`config.mk`:
```
export PLATFORM = sky130hd
export DESIGN_NAME = aes_arbiter
export DESIGN_NICKNAME = d
export VERILOG_FILES = /design/src/rtl/aes_arbiter.sv
export SDC_FILE = /design/constraint.sdc
export NUM_CORES = 1
export LEC_CHECK = 0
export BUFFER_PORTS_ARGS = -buffer_cell sky130_fd_sc_hd__buf_2
export CAP_MARGIN = 20
export CORE_AREA = 2 2 459 461
export CTS_BUF_LIST = sky130_fd_sc_hd__clkbuf_2
export DETAILED_ROUTE_END_ITERATION = 12
export DIE_AREA = 0 0 461 463
export GPL_TIMING_DRIVEN = 0
export PLACE_DENSITY = 0.35
export SETUP_SLACK_MARGIN = 0.2
export SLEW_MARGIN = 20
export SYNTH_ARGS = -nofsm -noshare
export SYNTH_HDL_FRONTEND = slang
export SYNTH_SLANG_ARGS = --single-unit
```
`constraint.sdc`:
```
create_clock -name clk -period 21.4 [get_ports clk]
set_clock_uncertainty 0.1 [all_clocks]
set_input_delay 4.28 -clock clk [delete_from_list [all_inputs] [get_ports clk]]
set_output_delay 4.28 -clock clk [all_outputs]
set_load 0.02 [all_outputs]
```
`src/rtl/aes_arbiter.sv`:
```
// Round-robin arbiter sharing one AES core between two requesters.
// Optional WAIT timeout abort is enabled by defining AES_ARB_TIMEOUT_EN.
module aes_arbiter #(
    parameter int TIMEOUT_CYCLES = 64
) (
    input  logic         clk,
    input  logic         rst,
    input  logic         req0_start,
    input  logic [127:0] req0_data,
    input  logic [127:0] req0_key,
    output logic         req0_busy,
    output logic         req0_done,
    output logic [127:0] req0_result,
    input  logic         req1_start,
    input  logic [127:0] req1_data,
    input  logic [127:0] req1_key,
    output logic         req1_busy,
    output logic         req1_done,
    output logic [127:0] req1_result,
    output logic         aes_start,
    output logic [127:0] aes_in,
    output logic [127:0] aes_key,
    input  logic [127:0] aes_out,
    input  logic         aes_done,
    output logic         timeout_err
);

    typedef enum logic [1:0] {IDLE, ISSUE, WAIT, DELIVER} state_t;

    state_t       state;
    state_t       state_nxt;
    logic         grant;
    logic         grant_nxt;
    logic         last_grant;
    logic         pending0;
    logic         pending1;
    logic         accept0;
    logic         accept1;
    logic         complete;
    logic         timeout_hit;
    logic [127:0] op0_data;
    logic [127:0] op0_key;
    logic [127:0] op1_data;
    logic [127:0] op1_key;

    if (TIMEOUT_CYCLES < 1) begin : g_bad_timeout
        $error("aes_arbiter: TIMEOUT_CYCLES must be at least 1");
    end

    assign req0_busy = pending0 || (state != IDLE && !grant);
    assign req1_busy = pending1 || (state != IDLE && grant);
    assign accept0   = req0_start && !req0_busy;
    assign accept1   = req1_start && !req1_busy;
    assign complete  = (state == WAIT) && (aes_done || timeout_hit);

`ifdef AES_ARB_TIMEOUT_EN
    localparam int CNT_W = $clog2(TIMEOUT_CYCLES + 1);

    logic [CNT_W-1:0] wait_cnt;
    logic             timeout_q;

    // The WAIT state lasts exactly TIMEOUT_CYCLES cycles before aborting.
    assign timeout_hit = (state == WAIT) && !aes_done
                         && (wait_cnt == CNT_W'(TIMEOUT_CYCLES - 1));
    assign timeout_err = timeout_q;

    always_ff @(posedge clk) begin
        if (!rst) begin
            wait_cnt  <= '0;
            timeout_q <= 1'b0;
        end else begin
            wait_cnt <= (state == WAIT) ? wait_cnt + 1'b1 : '0;
            if (timeout_hit) begin
                timeout_q <= 1'b1;
            end
        end
    end
`else
    assign timeout_hit = 1'b0;
    assign timeout_err = 1'b0;
`endif

    always_ff @(posedge clk) begin
        if (!rst) begin
            state      <= IDLE;
            grant      <= 1'b0;
            last_grant <= 1'b1;
            pending0   <= 1'b0;
            pending1   <= 1'b0;
        end else begin
            state <= state_nxt;
            grant <= grant_nxt;
            if (state == DELIVER) begin
                last_grant <= grant;
            end
            if (accept0) begin
                pending0 <= 1'b1;
            end else if (complete && !grant) begin
                pending0 <= 1'b0;
            end
            if (accept1) begin
                pending1 <= 1'b1;
            end else if (complete && grant) begin
                pending1 <= 1'b0;
            end
        end
    end

    always_comb begin
        state_nxt = state;
        grant_nxt = grant;
        aes_start = 1'b0;
        req0_done = 1'b0;
        req1_done = 1'b0;
        case (state)
            IDLE: begin
                if (pending0 || pending1) begin
                    // On a tie, the requester not served last wins.
                    grant_nxt = (pending0 && pending1) ? !last_grant : pending1;
                    state_nxt = ISSUE;
                end
            end
            ISSUE: begin
                aes_start = 1'b1;
                state_nxt = WAIT;
            end
            WAIT: begin
                if (complete) begin
                    state_nxt = DELIVER;
                end
            end
            DELIVER: begin
                req0_done = !grant;
                req1_done = grant;
                state_nxt = IDLE;
            end
            default: state_nxt = IDLE;
        endcase
    end

    always_ff @(posedge clk) begin
        if (accept0) begin
            op0_data <= req0_data;
            op0_key  <= req0_key;
        end
        if (accept1) begin
            op1_data <= req1_data;
            op1_key  <= req1_key;
        end
    end

    always_ff @(posedge clk) begin
        if (!rst) begin
            aes_in      <= '0;
            aes_key     <= '0;
            req0_result <= '0;
            req1_result <= '0;
        end else begin
            if (state == IDLE && state_nxt == ISSUE) begin
                aes_in  <= grant_nxt ? op1_data : op0_data;
                aes_key <= grant_nxt ? op1_key  : op0_key;
            end
            // An aborted operation delivers an all-zero result.
            if (complete && !grant) begin
                req0_result <= aes_done ? aes_out : '0;
            end
            if (complete && grant) begin
                req1_result <= aes_done ? aes_out : '0;
            end
        end
    end

endmodule

```
==> flow_summary.yaml, run 1 <==
run_status:
  status: "completed"
floorplan:
  die_w_um: 461
  rows: 168
  die-area_mm2: 0.213
  ios: 1163
  initial_utilization: 0.168
  die_y_um: 463
  core_area_mm2: 0.209
cells_and_area:
  drive_gt1_frac: 0.398
  fill_cells: 23100
  fin_util: 0.229
  nets: 4929
  layout.cells.non_filler: 7366
  area_growth_pct: 36.3
  postLayoutCellArea_mm2: 0.0478
synth:
  syn_area_per_cell_um2: 12.6
  synth_ff_type: "dfxtp_1"
  synth_seq_cells: 1030
  synth.cell_area_mm2: 0.0350
  yosysMostFrequentCell: "nand2_1"
  synth-warning-count: 0
  ys_types: 34
  synth_top_area_share: 0.439
  synth_common_cells: "nand2_1 (771), dfxtp_1 (518), edfxtp_1 (512)"
  synth.yosys.seq_area_share: 0.735
  synth_edf_count: 512
  yosys-top-cells-area: "edfxtp_1 (44%), dfxtp_1 (30%), nand2_1 (8.3%)"
  netlist_instances: 2777
  yosys.area.top_type: "edfxtp_1"
  syn_nets: 3426
  async_flop_share: 0
worst_setup_path:
  cp.arrival_ps: 3130
  critical_path_class: "register to output pin"
  path_delay_family: "compound AO/OA/AOI/OAI gates"
  r2r_slack_ps: 18100
  timing.rr.start: "state[0]"
  critPathCaptureType: "output pin"
  path_cells: "inv_1 -> ha_1 -> o21bai_1 -> buf_2"
  cp-start-kind: "register"
  max_stage_delay_ps: 490
  cp.required_ps: 17020
  critical_path_buf_inv_count: 2
  crit_path_start: "state[0]"
  cpMaxStageDelayCell: "o21bai_1"
  r2r-end: "op1_key[122]"
  worstPathMaxFanout: 7
  ff2ff_path_depth: 10
clock_tree:
  numCtsBuffers: 318
  clk_latency_ps: 1750
  clock_path_buffers: 4
  cts_sinks: 1030
  cts_tree: "done"
  post-cts-setup-buffers: 0
  clk_pin_slew_worst_paths_ps: 90
  ctsHtreeMaxLevel: 5
  cts_resized: 0
  cts_hold_buf: 0
  cts_root_buf: "clkbuf_2"
route:
  drt_iter0_markers: 1208
  vias_per_cell: 3.74
  wl_per_cell_um: 23.1
  drt_wl_total_um: 170000
  dr.pass1.iters: 5
  drcViolationCount: 0
  vias: 27600
  ant_nets: 0
timing:
  period_share: 0.351
  rsz0062_at_grt: "false"
  finalSetupViolCount: 0
  tns_ps: 0
  relSlewSlack: 0.242
  fin_ws_ps: 13890
  max_freq_ghz: 0.133
  max_slew.worst_pin.slew_ps: 1140
  slew_viol_final: 0
  hold_viol_final: 0
  hold_ws_ps: 257
  post-route-min-period_ps: 7510
grt:
  grt_pass1_wl_um: 228000
  grt_pass1_vias: 28300
  grt_max_degree: 41
  overflow: 0
  antenna_found_initial: 167
  grt.total_usage: 0.154
power:
  leakagePower_nw: 20.8
  ir_drop_mv: 0.0494
  finalPower_mw: 6.29
  power_density_mw_per_mm2: 132
placed_design:
  dp.cells: 6765
  dp_slack_ps: 14210
  dp_hpwl_um: 134000
  gp_congestion: 0.849
  post_dp_cell_area_mm2: 0.0449
  io_buffers: 1161
min_path:
  hold_start: "op1_key[38]"
  min_path_cells: 2
  min_to: "aes_key[38]"
  hp-class: "register to register"
job:
  cap_viol_max_count: 0
==> routing by layer <==
layer	share of wire	wire length, µm	GRT usage	vias to the layer above
met4	0.036	6060	0.0597	134
met3	0.12	20500	0.0837	478
met2	0.49	83200	0.266	1292
met5	0.0051	862	0	-
li1	-	-	-	12900
met1	0.35	59300	0.154	12700
==> power breakdown <==
| group | switching [mW] | total (mW) | internal (mW) |
|---|---|---|---|
| Sequential | 0.200 | 2.77 | 2.57 |
| Combinational | 1.36 | 2.00 | 0.638 |
| Clock | 0.913 | 1.52 | 0.610 |
| Total | 2.47 | 6.29 | 3.82 |
==> cell usage in the layout (no fill, tap or decap), drive strengths merged, types with 2 or more instances in the layout <==
master  synthesis  layout
buf           102    1285
and2            3       3
a21oi         258     258
nor2            7       7
clkinv          0      54
mux2i         256     256
clkbuf         69     546
nand2         771     771
dfxtp         518     518
inv             7      15
diode           0      60
ha              4       4
o21a            2       2
o21ai         256     256
edfxtp        512     512
bufinv          0       2
==> cell type report <==
type / count / area, µm² / area share
antenna: 60 / 150 / 0.00314
buffer: 171 / 1060 / 0.0222
clock buffer: 477 / 2390 / 0.0500
clock inverter: 64 / 303 / 0.00634
inverter: 7 / 26.3 / 0.000550
multi-input combinational: 1569 / 8230 / 0.172
sequential: 1030 / 25700 / 0.539
tap: 2805 / 3510 / 0.0735
timing repair buffer: 1183 / 6360 / 0.133
==> flip-flops by register name (all words and copies together), names as in the netlist <==
register,cells
last_grant,1
op1_key,128
op0_data,128
req0_result,128
pending1,1
aes_key,128
req1_result,128
aes_in,128
grant,1
state,2
op1_data,128
pending0,1
op0_key,128
==> worst reg2reg max path: cells and delay by family, from the launching register on <==
kind | cells | cell delay, ps
buffers and inverters | 7 | 1640
DFF | 1 | 360
AOI/OAI and AO/OA | 1 | 230
and+or+nand+nor | 1 | 330
adders and majority gates | 1 | 300
==> worst max-delay path by stage <==
stage                   end  slack [ps]  cells after the start
2_1_floorplan   op0_data[0]        5570                      2
3_3_place_gp   op0_data[43]       -5280                      3
3_5_place_dp    aes_key[83]       14210                      6
4_1_cts           req0_busy       13430                      4
5_1_grt           req0_busy       13450                      4
6_report          req0_busy       13890                      4
==> logic make-up after synthesis <==
group / Yosys count / share of synthesized area
adder cells (fa/ha/maj): 4 / 0.00143
flip-flops: 1030 / 0.735
AND/OR/NAND/NOR: 787 / 0.0849
other: 1 / 0.000107
buffers and inverters: 178 / 0.0310
multiplexers: 256 / 0.0731
AO/OA/AOI/OAI: 521 / 0.0750
Power figures use the tool's default switching activity.
==> run 2: changes to the inputs <==
==> constraint.sdc (replaced) <==
create_clock -name clk -period 7.2 [get_ports clk]
set_clock_uncertainty 0.1 [all_clocks]
set_input_delay 1.44 -clock clk [delete_from_list [all_inputs] [get_ports clk]]
set_output_delay 1.44 -clock clk [all_outputs]
set_load 0.02 [all_outputs]
==> run 2 against run 1 <==
Die area stayed put. Largest cell class unchanged. Clock power grew to 3.1 times the previous value. Register-to-register slack worse by 14000 ps. Sequential cell count stayed put.
==> flow_summary.yaml, run 2 (synthesis results as in run 1) <==
run_status:
  status: "completed"
worst_setup_path:
  cp.required_ps: 5660
  critical_path_class: "register to output pin"
  worstPathMaxFanout: 7
  critPathCaptureType: "output pin"
  cp.arrival_ps: 3150
  cp-start-kind: "register"
route:
  drcViolationCount: 0
  vias: 30100
  drt_iter0_markers: 1305
  ant_nets: 0
  vias_per_cell: 3.73
  wl_per_cell_um: 22.1
  dr.pass1.iters: 5
  drt_wl_total_um: 178000
cells_and_area:
  final_common_cell: "buf_2"
  regArea_mm2: 0.0257
  layout_common_cells: "buf_2 (1,231), nand2_1 (771), dlygate4sd3_1 (723)"
  fill_cells: 22700
  layout.cells.non_filler: 8066
  fin_util: 0.264
  nets: 5660
  drive_gt1_frac: 0.345
  area_growth_pct: 57.0
  multi_input_area_mm2: 0.00823
timing:
  tns_ps: 0
  period_share: 0.651
  max_freq_ghz: 0.213
  slew_viol_final: 0
  rsz0062_at_grt: "false"
  relSlewSlack: 0.264
  hold_viol_final: 0
  hold_ws_ps: 199
  post-route-min-period_ps: 4690
  fin_ws_ps: 2510
  max_slew.worst_pin.slew_ps: 1100
  finalSetupViolCount: 0
floorplan:
  initial_utilization: 0.168
  rows: 168
  ios: 1163
  die_y_um: 463
  die_w_um: 461
  die-area_mm2: 0.213
  core_area_mm2: 0.209
placed_design:
  dp_hpwl_um: 139000
  io_buffers: 1161
  dp_slack_ps: 2980
  dp.cells: 6765
  gp_congestion: 0.840
power:
  switchingPower_mw: 7.59
  switching_share: 0.393
  power_frac_clock: 0.242
  ir_drop_mv: 0.211
  power_density_mw_per_mm2: 351
  leakagePower_nw: 23.9
  pwr-share-comb: 0.332
  power_frac_seq: 0.427
  p_int_mw: 11.7
min_path:
  hp-class: "register to register"
clock_tree:
  cts_tree: "done"
  clock_path_buffers: 4
  clk_pin_slew_worst_paths_ps: 80
  cts_resized: 0
  cts_root_buf: "clkbuf_2"
  clk_latency_ps: 1730
  ctsHtreeMaxLevel: 5
  cts_sinks: 1030
  numCtsBuffers: 326
grt:
  grt.total_usage: 0.161
  overflow: 0
  grt_pass1_vias: 31900
  grt_max_degree: 44
  grt_pass1_wl_um: 242000
  antenna_found_initial: 71
job:
  cap_viol_max_count: 0
## run 2: cell count changes in the layout (fill, tap and decap cells not counted), sizes merged
cell / before / now
dlygate4sd3: 0 / 723
inv: 15 / 14
clkinvlp: 0 / 2
diode: 60 / 28
clkinv: 54 / 48
clkbuf: 546 / 558
bufinv: 2 / 4
## run 2: worst max-delay path, cell delays in order, from the launching register on
cell      delay [ps]
dfxtp_1          420
inv_1             90
ha_1             300
o21bai_1         510
buf_2            280
## run 2: metrics by stage
stage                     power (mW)  instance area (µm²)
after CTS                       19.9                55000
final                           19.3                55000
after global routing            20.5                55000
after detailed placement        14.7                44900
after global placement          14.6                44400
after floorplan                 11.5                35100
## run 2: area by class of cell
class,count,share of cell area
Timing Repair Buffer,1906,0.247
Clock inverter,61,0.00630
Sequential cell,1030,0.468
Buffer,171,0.0193
Multi-Input combinational cell,1569,0.150
Inverter,7,0.000477
Tap cell,2805,0.0638
Antenna cell,28,0.00127
Clock buffer,489,0.0445
## run 2: final timing paths
kind	cells after the start	startpoint	slack, ps	end
setup / recovery	4	state[0]	2510	req0_busy
hold / removal	2	op1_data[35]	200	aes_in[35]
setup reg to reg	11	state[0]	3730	op0_key[125]
hold reg to reg	2	op1_data[35]	200	aes_in[35]
## run 2: power groups by stage
| stage | sequential [mW] | combinational, mW | clock [mW] |
|---|---|---|---|
| global route | 8.39 | 6.90 | 5.25 |
| detailed placement | 8.38 | 6.28 | 0 |
| finish | 8.24 | 6.41 | 4.66 |
| CTS | 8.26 | 6.65 | 4.95 |
| floorplan | 9.27 | 2.25 | 0 |
| global placement | 8.55 | 6.04 | 0 |
## run 2: repair_timing
action / in CTS / in global routing
hold buffers: 723 / 0
setup buffers: 0 / 0
endpoints found under the hold margin: 791 / 0
## run 2: per-layer routing
metal | up-vias | share of wire | routed length (µm) | GRT usage
li1 | 14300 | - | - | -
met1 | 14000 | 0.37 | 65700 | 0.167
met2 | 1262 | 0.50 | 88300 | 0.285
met3 | 394 | 0.091 | 16200 | 0.0648
met4 | 56 | 0.042 | 7480 | 0.0696
met5 | - | 0.0020 | 358 | 0
==> run 3: changes to the inputs <==
--- a/config.mk
+++ b/config.mk
@@ -7,12 +7,12 @@
 export LEC_CHECK = 0
 export BUFFER_PORTS_ARGS = -buffer_cell sky130_fd_sc_hd__buf_2
 export CAP_MARGIN = 20
-export CORE_AREA = 2 2 459 461
+export CORE_AREA = 2 2 455 457
 export CTS_BUF_LIST = sky130_fd_sc_hd__clkbuf_2
 export DETAILED_ROUTE_END_ITERATION = 12
-export DIE_AREA = 0 0 461 463
+export DIE_AREA = 0 0 457 459
 export GPL_TIMING_DRIVEN = 0
-export PLACE_DENSITY = 0.35
+export PLACE_DENSITY = 0.37
 export SETUP_SLACK_MARGIN = 0.2
 export SLEW_MARGIN = 20
 export SYNTH_ARGS = -nofsm -noshare
==> constraint.sdc (replaced) <==
create_clock -name clk -period 4.2 [get_ports clk]
set_clock_uncertainty 0.1 [all_clocks]
set_input_delay 0.84 -clock clk [delete_from_list [all_inputs] [get_ports clk]]
set_output_delay 0.84 -clock clk [all_outputs]
set_load 0.02 [all_outputs]
==> run 3 against run 2 <==
The flow now stops in clock tree synthesis. Synthesized area unchanged. Synthesized cell count unchanged.
==> flow_summary.yaml, run 3 <==
synth:
  async_flop_share: 0
  syn_area_per_cell_um2: 12.6
  yosys-top-cells-area: "edfxtp_1 (44%), dfxtp_1 (30%), nand2_1 (8.3%)"
  synth.cell_area_mm2: 0.0350
  synth-warning-count: 0
  netlist_instances: 2777
  synth_ff_type: "dfxtp_1"
  synth_common_cells: "nand2_1 (771), dfxtp_1 (518), edfxtp_1 (512)"
  synth_edf_count: 512
  synth.yosys.seq_area_share: 0.735
  syn_nets: 3426
  ys_types: 34
  yosysMostFrequentCell: "nand2_1"
  synth_seq_cells: 1030
  synth_top_area_share: 0.439
  yosys.area.top_type: "edfxtp_1"
placed_design:
  dp_hpwl_um: 131000
  gp_congestion: 0.867
  dp_slack_ps: 454
  io_buffers: 1161
floorplan:
  rows: 167
  ios: 1163
  initial_utilization: 0.170
  die_y_um: 459
  die_w_um: 457
run_status:
  status: "stopped before the end"
  error_message: "[ERROR RSZ-0060] Max buffer count reached."
  stop_stage: "clock tree synthesis"
clock_tree:
  post-cts-setup-buffers: 1
  numCtsBuffers: 321
  cts_hold_buf: 1446
  ctsHtreeMaxLevel: 5
  clock_path_buffers: 4
  cts_root_buf: "clkbuf_2"
  cts_resized: 12
  cts_sinks: 1030
-- run 3: stage by stage --
| step | TNS, ps | std cells | utilization | instance area [µm²] | hold WS, ps |
|---|---|---|---|---|---|
| 3_3_place_gp | -1444280 | 6642 | 0.215 | 44300 | 332 |
| 3_5_place_dp | 0 | 6665 | 0.218 | 44800 | 337 |
| 2_1_floorplan | -243480 | 2777 | - | 35100 | 337 |
-- run 3: logic make-up after synthesis --
kind of cell    share of synthesized area
compound gates                     0.0750
fa+ha+maj                         0.00143
buf+inv                            0.0310
flops                               0.735
mux                                0.0731
other cells                      0.000107
simple gates                       0.0849
==> run 4: changes to the inputs <==
--- a/config.mk
+++ b/config.mk
@@ -7,13 +7,11 @@
 export LEC_CHECK = 0
 export BUFFER_PORTS_ARGS = -buffer_cell sky130_fd_sc_hd__buf_2
 export CAP_MARGIN = 20
-export CORE_AREA = 2 2 455 457
-export CTS_BUF_LIST = sky130_fd_sc_hd__clkbuf_2
+export CORE_AREA = 2 2 451 453
 export DETAILED_ROUTE_END_ITERATION = 12
-export DIE_AREA = 0 0 457 459
+export DIE_AREA = 0 0 453 455
 export GPL_TIMING_DRIVEN = 0
-export PLACE_DENSITY = 0.37
-export SETUP_SLACK_MARGIN = 0.2
+export PLACE_DENSITY_LB_ADDON = 0.15
 export SLEW_MARGIN = 20
 export SYNTH_ARGS = -nofsm -noshare
 export SYNTH_HDL_FRONTEND = slang
==> constraint.sdc (replaced) <==
create_clock -name clk -period 5.45 [get_ports clk]
set_clock_uncertainty 0.1 [all_clocks]
set_input_delay 1.09 -clock clk [delete_from_list [all_inputs] [get_ports clk]]
set_output_delay 1.09 -clock clk [all_outputs]
set_load 0.02 [all_outputs]
==> run 4 against run 3 <==
The run now ends clean.
==> flow_summary.yaml, run 4 (synthesis results as in run 1) <==
run_status:
  status: "completed"
clock_tree:
  clk_pin_slew_worst_paths_ps: 50
  post-cts-setup-buffers: 0
  clock_path_buffers: 3
  cts_sinks: 1030
  cts_hold_buf: 0
  cts_root_buf: "clkbuf_16"
  cts_tree: "done"
  ctsHtreeMaxLevel: 4
  numCtsBuffers: 131
  cts_resized: 0
  clk_latency_ps: 780
route:
  dr.pass1.iters: 5
  drt_wl_total_um: 166000
  vias_per_cell: 3.78
  ant_nets: 0
  wl_per_cell_um: 23.9
  vias: 26200
  drcViolationCount: 0
  drt_iter0_markers: 1434
cells_and_area:
  postLayoutCellArea_mm2: 0.0492
  area_growth_pct: 40.4
  nets: 4742
  drive_gt1_frac: 0.355
  layout_common_cells: "buf_2 (1,231), nand2_1 (771), dfxtp_1 (518)"
  layout.cells.non_filler: 6919
  fin_util: 0.244
  final_common_cell: "buf_2"
placed_design:
  io_buffers: 1161
  dp.cells: 6632
  gp_congestion: 0.840
  dp_slack_ps: 1340
  post_dp_cell_area_mm2: 0.0447
  dp_hpwl_um: 131000
power:
  power_density_mw_per_mm2: 558
  leakagePower_nw: 20.8
  finalPower_mw: 27.4
  ir_drop_mv: 0.293
grt:
  grt.total_usage: 0.154
  grt_pass1_wl_um: 218000
  grt_max_degree: 45
  overflow: 0
  antenna_found_initial: 146
  grt_pass1_vias: 26000
timing:
  fin_ws_ps: 1670
  period_share: 0.693
  slew_viol_final: 0
  max_slew.worst_pin.slew_ps: 947
  rsz0062_at_grt: "false"
  max_freq_ghz: 0.265
  tns_ps: 0
  finalSetupViolCount: 0
  post-route-min-period_ps: 3780
  hold_ws_ps: 342
  relSlewSlack: 0.368
  hold_viol_final: 0
floorplan:
  rows: 165
  ios: 1163
  initial_utilization: 0.174
  core_area_mm2: 0.201
  die_y_um: 455
  die_w_um: 453
  die-area_mm2: 0.206
worst_setup_path:
  cp-start-kind: "register"
  crit_path_start: "state[0]"
  r2r_slack_ps: 1670
  critical_path_class: "register to register"
  cp.required_ps: 5830
  timing.rr.start: "state[0]"
  r2r-end: "op0_data[80]"
  worstPathMaxFanout: 20
  critPathCaptureType: "register"
  cp.arrival_ps: 4150
  ff2ff_path_depth: 13
min_path:
  min_to: "aes_key[18]"
  hp-class: "register to register"
  min_path_cells: 2
  hold_start: "aes_key[18]"
job:
  cap_viol_max_count: 0
[run 4: how the worst max path moves through the flow]
stage,endpoint,slack [ps]
final,op0_data[80],1670
after global routing,op0_data[80],1410
after CTS,op0_data[78],1570
after detailed placement,op0_data[86],1340
after global placement,op0_data[24],-3870
after floorplan,op0_data[0],0.7
[run 4: routing by layer]
layer,track usage,up-vias,share of wire
met5,0,-,0.0034
met4,0.0747,90,0.042
met3,0.0653,405,0.089
met2,0.276,991,0.52
met1,0.153,12300,0.34
li1,-,12400,-
[run 4: final cells by class]
class,count,area [µm²]
Antenna cell,45,113
Buffer,171,1060
Clock buffer,188,3670
Clock inverter,54,667
Fill cell,21700,152000
Inverter,7,26.3
Multi-Input combinational cell,1569,8230
Sequential cell,1030,25700
Tap cell,2672,3340
Timing Repair Buffer,1183,6340
[run 4: report_power, final]
| part | internal (mW) | switching [mW] |
|---|---|---|
| registers | 10.1 | 0.743 |
| clock network | 5.02 | 3.70 |
| logic | 2.50 | 5.36 |
| total | 17.6 | 9.81 |
[run 4: critical path, stage by stage, from the launching register on]
cell and delay [ps]:
dfxtp_1 350, inv_1 100, ha_1 300, o21bai_1 240, nor2_4 590, buf_12 270
buf_12 210, buf_12 200, buf_16 180, buf_12 180, buf_16 160, buf_16 160
buf_16 170, buf_16 180
